$ cat src/rtl/arm_sequence_ctrl.sv
// Motion-pattern playback engine: fetches NUM_JOINTS ROM words per frame,
// publishes each complete frame atomically on joint_pos, then holds it for
// STEP_CYCLES clocks (measured from the frame's first ROM read) before
// fetching the next frame. Supports start, stop and looped playback.
module arm_sequence_ctrl #(
   parameter int DATA_WIDTH  = 8,
   parameter int ADDR_WIDTH  = 8,
   parameter int NUM_JOINTS  = 4,
   parameter int STEP_CYCLES = 50000000,
   parameter int ROM_LATENCY = 1
) (
   input  logic                             clk,
   input  logic                             rst,
   input  logic                             start,
   input  logic                             stop,
   input  logic                             loop_en,
   input  logic [ADDR_WIDTH-1:0]            base_addr,
   input  logic [ADDR_WIDTH-1:0]            num_frames,
   output logic                             rom_ce,
   output logic                             rom_read_enable,
   output logic [ADDR_WIDTH-1:0]            rom_address,
   input  logic [DATA_WIDTH-1:0]            rom_data,
   output logic [NUM_JOINTS*DATA_WIDTH-1:0] joint_pos,
   output logic                             frame_valid,
   output logic [ADDR_WIDTH-1:0]            frame_idx,
   output logic                             busy,
   output logic                             done
);

   typedef enum logic [2:0] {IDLE, ISSUE, WAIT, CAPTURE, HOLD} state_t;

   localparam int TW = (STEP_CYCLES > 1) ? $clog2(STEP_CYCLES + 1) : 1;
   localparam int JW = (NUM_JOINTS > 1) ? $clog2(NUM_JOINTS) : 1;
   localparam int LW = (ROM_LATENCY > 1) ? $clog2(ROM_LATENCY + 1) : 1;
   localparam logic [TW-1:0] STEP_LOAD = TW'(STEP_CYCLES - 1);
   localparam logic [JW-1:0] LAST_JOINT = JW'(NUM_JOINTS - 1);

   state_t                  state_r;
   logic [ADDR_WIDTH-1:0]   base_r;
   logic [ADDR_WIDTH-1:0]   num_r;
   logic [ADDR_WIDTH-1:0]   frame_r;
   logic [JW-1:0]           joint_r;
   logic [TW-1:0]           timer_r;
   logic [LW-1:0]           wait_r;
   logic                    wrap_r;
   logic [DATA_WIDTH-1:0]   shadow_r [NUM_JOINTS];

   logic [NUM_JOINTS*DATA_WIDTH-1:0] publish_s;
   logic [ADDR_WIDTH-1:0]            next_frame_s;
   logic                             last_frame_s;

   // ROM address of a given joint within a given frame, wrapping mod 2^ADDR_WIDTH
   function automatic logic [ADDR_WIDTH-1:0] rom_addr_of(
      input logic [ADDR_WIDTH-1:0] base,
      input logic [ADDR_WIDTH-1:0] frame,
      input logic [JW-1:0]         joint
   );
      rom_addr_of = base + ADDR_WIDTH'(frame * NUM_JOINTS) + ADDR_WIDTH'(joint);
   endfunction

   // Assemble the frame to publish: earlier joints from shadows, last joint straight from the ROM
   always_comb begin
      publish_s = {(NUM_JOINTS*DATA_WIDTH){1'b0}};
      for (int j = 0; j < NUM_JOINTS; j++) begin
         if (j == NUM_JOINTS - 1) begin
            publish_s[j*DATA_WIDTH +: DATA_WIDTH] = rom_data;
         end else begin
            publish_s[j*DATA_WIDTH +: DATA_WIDTH] = shadow_r[j];
         end
      end
   end

   // Frame bookkeeping: is this the last frame, and which frame comes after the hold
   always_comb begin
      last_frame_s = (frame_r == (num_r - ADDR_WIDTH'(1)));
      if (wrap_r) begin
         next_frame_s = {ADDR_WIDTH{1'b0}};
      end else begin
         next_frame_s = frame_r + ADDR_WIDTH'(1);
      end
   end

   // Playback FSM with registered ROM strobes and published outputs
   always_ff @(posedge clk or negedge rst) begin
      if (!rst) begin
         state_r         <= IDLE;
         base_r          <= {ADDR_WIDTH{1'b0}};
         num_r           <= {ADDR_WIDTH{1'b0}};
         frame_r         <= {ADDR_WIDTH{1'b0}};
         joint_r         <= {JW{1'b0}};
         timer_r         <= {TW{1'b0}};
         wait_r          <= {LW{1'b0}};
         wrap_r          <= 1'b0;
         for (int j = 0; j < NUM_JOINTS; j++) shadow_r[j] <= {DATA_WIDTH{1'b0}};
         rom_ce          <= 1'b0;
         rom_read_enable <= 1'b0;
         rom_address     <= {ADDR_WIDTH{1'b0}};
         joint_pos       <= {(NUM_JOINTS*DATA_WIDTH){1'b0}};
         frame_valid     <= 1'b0;
         frame_idx       <= {ADDR_WIDTH{1'b0}};
         busy            <= 1'b0;
         done            <= 1'b0;
      end else begin
         // Strobes are single-cycle unless re-asserted below
         rom_ce          <= 1'b0;
         rom_read_enable <= 1'b0;
         frame_valid     <= 1'b0;
         done            <= 1'b0;
         if (timer_r != {TW{1'b0}}) begin
            timer_r <= timer_r - TW'(1);
         end else begin
            timer_r <= timer_r;
         end

         if (state_r != IDLE && stop) begin
            // Abort: drop partial frame, keep the last published one on the outputs
            state_r <= IDLE;
            busy    <= 1'b0;
            joint_r <= {JW{1'b0}};
         end else begin
            case (state_r)
               IDLE: begin
                  // busy lingers one cycle after a done pulse; a start then is still ignored
                  if (start && (num_frames != {ADDR_WIDTH{1'b0}}) && !busy) begin
                     base_r          <= base_addr;
                     num_r           <= num_frames;
                     frame_r         <= {ADDR_WIDTH{1'b0}};
                     joint_r         <= {JW{1'b0}};
                     wrap_r          <= 1'b0;
                     timer_r         <= STEP_LOAD;
                     state_r         <= ISSUE;
                     busy            <= 1'b1;
                     rom_ce          <= 1'b1;
                     rom_read_enable <= 1'b1;
                     rom_address     <= base_addr;
                  end else begin
                     busy <= 1'b0;
                  end
               end
               ISSUE: begin
                  if (ROM_LATENCY == 1) begin
                     state_r <= CAPTURE;
                  end else begin
                     wait_r  <= LW'(ROM_LATENCY - 2);
                     state_r <= WAIT;
                  end
               end
               WAIT: begin
                  if (wait_r == {LW{1'b0}}) begin
                     state_r <= CAPTURE;
                  end else begin
                     wait_r <= wait_r - LW'(1);
                  end
               end
               CAPTURE: begin
                  shadow_r[joint_r] <= rom_data;
                  if (joint_r != LAST_JOINT) begin
                     joint_r         <= joint_r + JW'(1);
                     state_r         <= ISSUE;
                     rom_ce          <= 1'b1;
                     rom_read_enable <= 1'b1;
                     rom_address     <= rom_addr_of(base_r, frame_r, joint_r + JW'(1));
                  end else begin
                     joint_pos   <= publish_s;
                     frame_valid <= 1'b1;
                     frame_idx   <= frame_r;
                     if (last_frame_s && !loop_en) begin
                        done    <= 1'b1;
                        state_r <= IDLE;
                     end else begin
                        wrap_r  <= last_frame_s;
                        state_r <= HOLD;
                     end
                  end
               end
               HOLD: begin
                  if (timer_r == {TW{1'b0}}) begin
                     frame_r         <= next_frame_s;
                     joint_r         <= {JW{1'b0}};
                     timer_r         <= STEP_LOAD;
                     state_r         <= ISSUE;
                     rom_ce          <= 1'b1;
                     rom_read_enable <= 1'b1;
                     rom_address     <= rom_addr_of(base_r, next_frame_s, {JW{1'b0}});
                  end else begin
                     state_r <= HOLD;
                  end
               end
               default: begin
                  state_r <= IDLE;
                  busy    <= 1'b0;
               end
            endcase
         end
      end
   end

endmodule

$ cat config.mk
export PLATFORM = sky130hd
export DESIGN_NAME = arm_sequence_ctrl
export DESIGN_NICKNAME = d
export VERILOG_FILES = /design/src/rtl/arm_sequence_ctrl.sv
export SDC_FILE = /design/constraint.sdc
export NUM_CORES = 1
export LEC_CHECK = 0
export CAP_MARGIN = 10
export CORE_ASPECT_RATIO = 1.5
export CORE_MARGIN = 2
export CORE_UTILIZATION = 45
export DETAILED_ROUTE_END_ITERATION = 6
export DONT_BUFFER_PORTS = 1
export HOLD_SLACK_MARGIN = 0.03
export PLACE_DENSITY = 0.67
export REMOVE_ABC_BUFFERS = 1
export SYNTH_ARGS = -nofsm -noshare
export SYNTH_HDL_FRONTEND = slang
export SYNTH_SLANG_ARGS = --single-unit
$ cat constraint.sdc
create_clock -name clk -period 2.25 [get_ports clk]
set_input_delay 0.225 -clock clk [delete_from_list [all_inputs] [get_ports clk]]
set_output_delay 0.225 -clock clk [all_outputs]
set_load 0.1 [all_outputs]
-- Word level (Yosys, flattened, before mapping)
Cells that the tools add are included.
- register bits: 141
- bits in latches: 0
- RAM bits: 0
- memory bits (read-only): 0
- input port bits: 29
- output and inout port bits: 53
- logic and storage cells: 121
- memories kept: 0
- $add $sub $neg: 8
- multipliers: 0
- div/mod/pow operators: 0
- $lt $le $gt $ge: 2
- eq/ne operators: 16
- shifts and indexed selects: 0
- multiplexer cells: 47
- bitwise gates (word level): 3
- reduce and logical (&&, ||, !) cells: 26
- operator list (operator ; count):
    $mux 26 ; 4
    $mux 8 ; 7
    $pmux 26 s2 ; 1
    $bwmux 32 ; 1
    $logic_not 26->1 ; 1
    $reduce_bool 26->1 ; 1
    $sub 26x1->26 const B ; 1
    $pmux 8 s3 ; 1
    $mux 3 ; 6
    $add 8x8->8 ; 2
    $demux 8 s2 ; 1
    $mux 1 ; 16
    $pmux 8 s2 ; 1
    $pmux 3 s5 ; 1
    $ne 2x2->1 const B ; 6
    $ne 3x3->1 const B ; 4
    $reduce_and 5->1 ; 2
    $add 8x1->8 const B ; 1
    $add 8x2->8 ; 1
    $eq 8x8->1 ; 1
    $mux 2 ; 4
    $reduce_and 4->1 ; 2
    $reduce_bool 8->1 ; 1
    $sub 8x1->8 const B ; 1
    22 further kinds ; 35

-- Logic depth before layout (Yosys ltp)
- depth in word-level cells: 7
- depth in mapped cells: 11
- mapped depth without buffers: 10

-- Worst setup path before layout
OpenSTA, ideal clock, no wires.
- path type: flip-flop to flip-flop
- start: reg timer_r[14]
- end: reg frame_r[3]
- setup time: 0.136 ns
- data arrival time: 2.350 ns
- required time: 2.114 ns
- setup slack: -0.236 ns
- cell stages (with the launch flop): 10
- path buffers: 3
- period minus slack after synthesis: 2.486 ns
- path through: dfrtp_1 -> or4_1 -> buf_2 -> or3_4 -> nor4_4 -> o21ai_0 -> buf_2 -> buf_2 -> nand2_1 -> o41ai_2
- word-level cells in the longest chain between the ends: 3
- ends and longest elaborated chain (item ; line ; text):
    start, declared ; 43 ; logic [TW-1:0] timer_r;
    start signal, assigned ; 91 ; timer_r <= {TW{1'b0}};
    start signal, assigned ; 110 ; timer_r <= timer_r - TW'(1);
    start signal, assigned ; 112 ; timer_r <= timer_r;
    $logic_not 26->1 ; 177 ; if (timer_r == {TW{1'b0}}) begin
    $ne 2x2->1 (no source line) ; -- ;
    $reduce_and 4->1 (no source line) ; -- ;
    end signal, assigned ; 89 ; frame_r <= {ADDR_WIDTH{1'b0}};
    end signal, assigned ; 127 ; frame_r <= {ADDR_WIDTH{1'b0}};
    end signal, assigned ; 178 ; frame_r <= next_frame_s;
    end, declared ; 41 ; logic [ADDR_WIDTH-1:0] frame_r;
No other way between the ends.
A chain may end at the register's enable or synchronous reset.

-- Worst setup path after layout
- start: reg timer_r[9]
- end: reg joint_r[1]
- word-level cells in the longest chain between the ends: 3
- ends and longest elaborated chain (item ; line ; text):
    $logic_not 26->1 ; 177 ;
    $ne 3x3->1 (no source line) ; -- ;
    $reduce_and 4->1 (no source line) ; -- ;
    end signal, assigned ; 128 ; joint_r <= {JW{1'b0}};
    end signal, assigned ; 158 ; joint_r <= joint_r + JW'(1);
    end signal, assigned ; 179 ; joint_r <= {JW{1'b0}};
    end, declared ; 42 ; logic [JW-1:0] joint_r;
No other way between the ends.

==> flow_summary.json <==
{
  "cts.clk_slew.worst_paths_ns": 0.07,
  "end_kind": "flop",
  "core_region_area_sq_um": 14100,
  "violations": "hold timing, setup timing",
  "grt_pass1_wl_microns": 27000,
  "fin_skew_ns": 0.0128,
  "pre_cts_slack_ns": -0.345,
  "wire_per_inst_microns": 17.9,
  "vdd_drop_max_mv": 1.08,
  "antenna_found_initial": 0,
  "vias_per_cell": 5.47,
  "cts_buffers": 17,
  "num_vias": 5190,
  "gr-total-overflow": 0,
  "multiInputGateArea_sq_um": 3500,
  "fillers": 1063,
  "grt_pass1_vias": 5540,
  "mostFrequentLayoutCells": "131 x dfrtp_1, 91 x buf_4, 79 x nand2_1",
  "power_density_nw_per_um2": 1100,
  "rsz0062_at_grt": "yes",
  "hold_violations": 132,
  "cts_buffer_depth": 2,
  "rows": 53,
  "ys.flop_type": "dfrtp_1",
  "insertion_delay_ns": 0.43,
  "drive_gt1_share_pct": 38.9,
  "final_cells": 948,
  "synth_async_sr_flop_share_pct": 100,
  "initial_core_util_pct": 46.3,
  "cap_viol_max_count": 0,
  "crit_arrival_ns": 2.75,
  "synth_top_family_by_area": "simple AND/OR/NAND/NOR gates",
  "fin_nets": 794,
  "ys.warnings.count": 0,
  "hold_path_class": "input pin to asynchronous set/reset pin",
  "ant_nets": 0,
  "setup_viol": 26,
  "report.final.slew_viol_count": 0,
  "ff2ff_path_depth": 10,
  "r2r_slack_ns": -0.16,
  "clock_tree.root_cell": "clkbuf_16",
  "synthSimpleGateAreaFrac_pct": 16.0,
  "netlist_area_sq_um": 6510,
  "synth_cells": 615,
  "ys_seq_elements": 132,
  "synth.area.mux_share_pct": 12.1,
  "first_pass_iters": 4,
  "syn_to_final_growth_pct": 35.6,
  "gp_congestion": 0.872,
  "synth_enable_flop_cells": 0,
  "ys_seq_area_share_pct": 50.7,
  "outcome": "finished, violations left",
  "crit_fanout": 4,
  "layout_commonest_cell": "dfrtp_1",
  "start_kind": "flop",
  "hpwl_microns": 10700,
  "io_pins": 82,
  "num_antenna_cells": 0,
  "clock-sinks": 132,
  "routed_wl_microns": 17000,
  "tightest_slew_ns": 0.933,
  "synth-adder-area-share_pct": 4.46,
  "finalCritPeriodShare_pct": 107,
  "drt_iter0_drc": 214,
  "chipWidth_microns": 102,
  "drc": 0,
  "area.sequential_sq_um": 3300,
  "cp.required_ns": 2.59,
  "port_buffers": 0,
  "r2r_end": "joint_r[1]",
  "chipHeight_microns": 151,
  "stdcell_area_sq_um": 8830,
  "synth_xor_area_share_pct": 4.71,
  "track_usage_pct": 22.6,
  "postPlaceCellArea_sq_um": 7310,
  "cts_tree": "yes",
  "grt_max_degree": 133,
  "fmax_ghz": 0.416,
  "dieArea_sq_um": 15500,
  "synth_compound_area_share_pct": 9.30,
  "place_inst": 870,
  "cts_max_level": 4,
  "holdWs_ns": -0.508,
  "syn_area_per_cell_sq_um": 10.6,
  "period_needed_ns": 2.41,
  "reg2reg_from": "timer_r[9]",
  "synth.distinct_cells": 58,
  "finalWorstSetupSlack_ns": -0.156,
  "crit_type": "flop to flop",
  "slew_headroom_pct": 37.8,
  "leakage_nw": 4.05
}
==> power breakdown <==
group | internal [mW] | switching (mW) | total (mW)
clock network | 1.48 | 1.21 | 2.69
logic | 1.56 | 2.10 | 3.66
registers | 2.82 | 0.513 | 3.33
total | 5.86 | 3.82 | 9.68
==> synth_stat cells, types with 2 or more instances <==
| master | n | share of area, % |
|---|---|---|
| ha_1 | 20 | 3.8 |
| mux2_2 | 68 | 12 |
| a31oi_1 | 4 | 0.38 |
| nor4_1 | 8 | 0.77 |
| and3_1 | 4 | 0.38 |
| xor2_1 | 14 | 1.9 |
| and4_1 | 2 | 0.27 |
| nor3_1 | 13 | 1.0 |
| o41ai_1 | 3 | 0.40 |
| nor4b_1 | 2 | 0.27 |
| a21o_1 | 3 | 0.35 |
| a21boi_0 | 2 | 0.23 |
| or2_2 | 2 | 0.19 |
| dfrtp_1 | 132 | 51 |
| nor2_1 | 47 | 2.7 |
| o21bai_1 | 2 | 0.23 |
| a211oi_1 | 5 | 0.58 |
| mux2i_1 | 2 | 0.31 |
| buf_2 | 4 | 0.31 |
| and4b_1 | 2 | 0.31 |
| a22oi_1 | 3 | 0.35 |
| a21oi_1 | 27 | 2.1 |
| or3_1 | 7 | 0.67 |
| and2_1 | 2 | 0.19 |
| nand2_1 | 81 | 4.7 |
| nor3b_1 | 3 | 0.35 |
| or4_1 | 5 | 0.58 |
| xnor2_1 | 21 | 2.8 |
| clkbuf_1 | 12 | 0.69 |
| buf_1 | 6 | 0.35 |
| nand2b_1 | 7 | 0.67 |
| fa_1 | 2 | 0.61 |
| o21ai_0 | 28 | 2.2 |
| nand3_1 | 15 | 1.2 |
| inv_1 | 21 | 1.2 |
| o22ai_1 | 6 | 0.58 |
| a221oi_1 | 4 | 0.54 |
| nand4b_1 | 2 | 0.27 |
| nor2b_1 | 5 | 0.48 |
==> metal layers <==
layer / routed length, microns / global-route usage, % / up-vias
met3: 835 / 5.03 / 40
met2: 9010 / 38.7 / 149
met1: 6690 / 26.4 / 2568
met5: 0 / 0 / -
met4: 479 / 11.1 / 0
li1: - / - / 2433
==> stage by stage <==
step | hold WS (ns) | power (mW) | setup TNS [ns] | util [%]
floorplan | -0.0706 | 5.33 | -35.63 | -
global placement | -0.0670 | 6.26 | -3.11 | 52.0
detailed placement | -0.0662 | 6.36 | -4.66 | 52.0
CTS | -0.514 | 9.35 | -0.586 | 59.9
global route | -0.524 | 10.2 | -4.69 | 62.8
finish | -0.508 | 9.68 | -2.30 | 62.8
==> timing repair <==
item,CTS,global route
endpoints found under the setup margin,43,45
pin swaps,25,30
resized for setup,54,78
hold buffers,26,1
hold endpoints to repair,183,133
gates cloned,1,1
buffers inserted,8,11
==> state kept, by name (all words and copies together) (netlist names) <==
register / flops
base_r: 8
busy: 1
done: 1
frame_idx: 8
frame_r: 8
frame_valid: 1
joint_pos: 32
joint_r: 2
num_r: 8
publish_s: 24
rom_address: 8
rom_read_enable: 1
state_r: 3
timer_r: 26
wrap_r: 1
==> logic make-up (layout without fill, tap and decap cells) <==
logic type               Yosys count  in the layout
adder cells (fa/ha/maj)           22             22
multiplexers                      70             70
flip-flops                       132            132
buffers and inverters             45            186
AO/OA/AOI/OAI                     97             97
AND/OR/NAND/NOR                  214            214
XOR/XNOR                          35             35
==> final cells by class <==
class	count	share of cell area (%)
Multi-Input combinational cell	438	39.7
Sequential cell	132	37.4
Timing Repair Buffer	132	12.6
Clock buffer	17	4.82
Tap cell	192	2.72
Clock inverter	15	1.77
Inverter	22	0.992
==> critical path: stages, from the launching register on <==
cell and delay (ns):
dfrtp_1 0.38, or4_4 0.53, buf_4 0.14, buf_4 0.14, and4b_1 0.24, and4_4 0.25
clkinv_4 0.08, a211oi_4 0.25, buf_6 0.16, nand3_1 0.07, o21ai_1 0.07
==> worst max-delay path by stage <==
stage | from | end | slack, ns | depth (start not counted)
after floorplan | busy | frame_r[5] | -1.46 | 6
after global placement | timer_r[20] | frame_r[7] | -0.22 | 6
after detailed placement | joint_r[0] | rom_address[6] | -0.35 | 10
after CTS | timer_r[9] | frame_r[6] | -0.09 | 7
after global routing | timer_r[9] | rom_address[5] | -0.22 | 8
final | timer_r[9] | joint_r[1] | -0.16 | 10
Note: power is estimated with default switching activity, not from simulation.
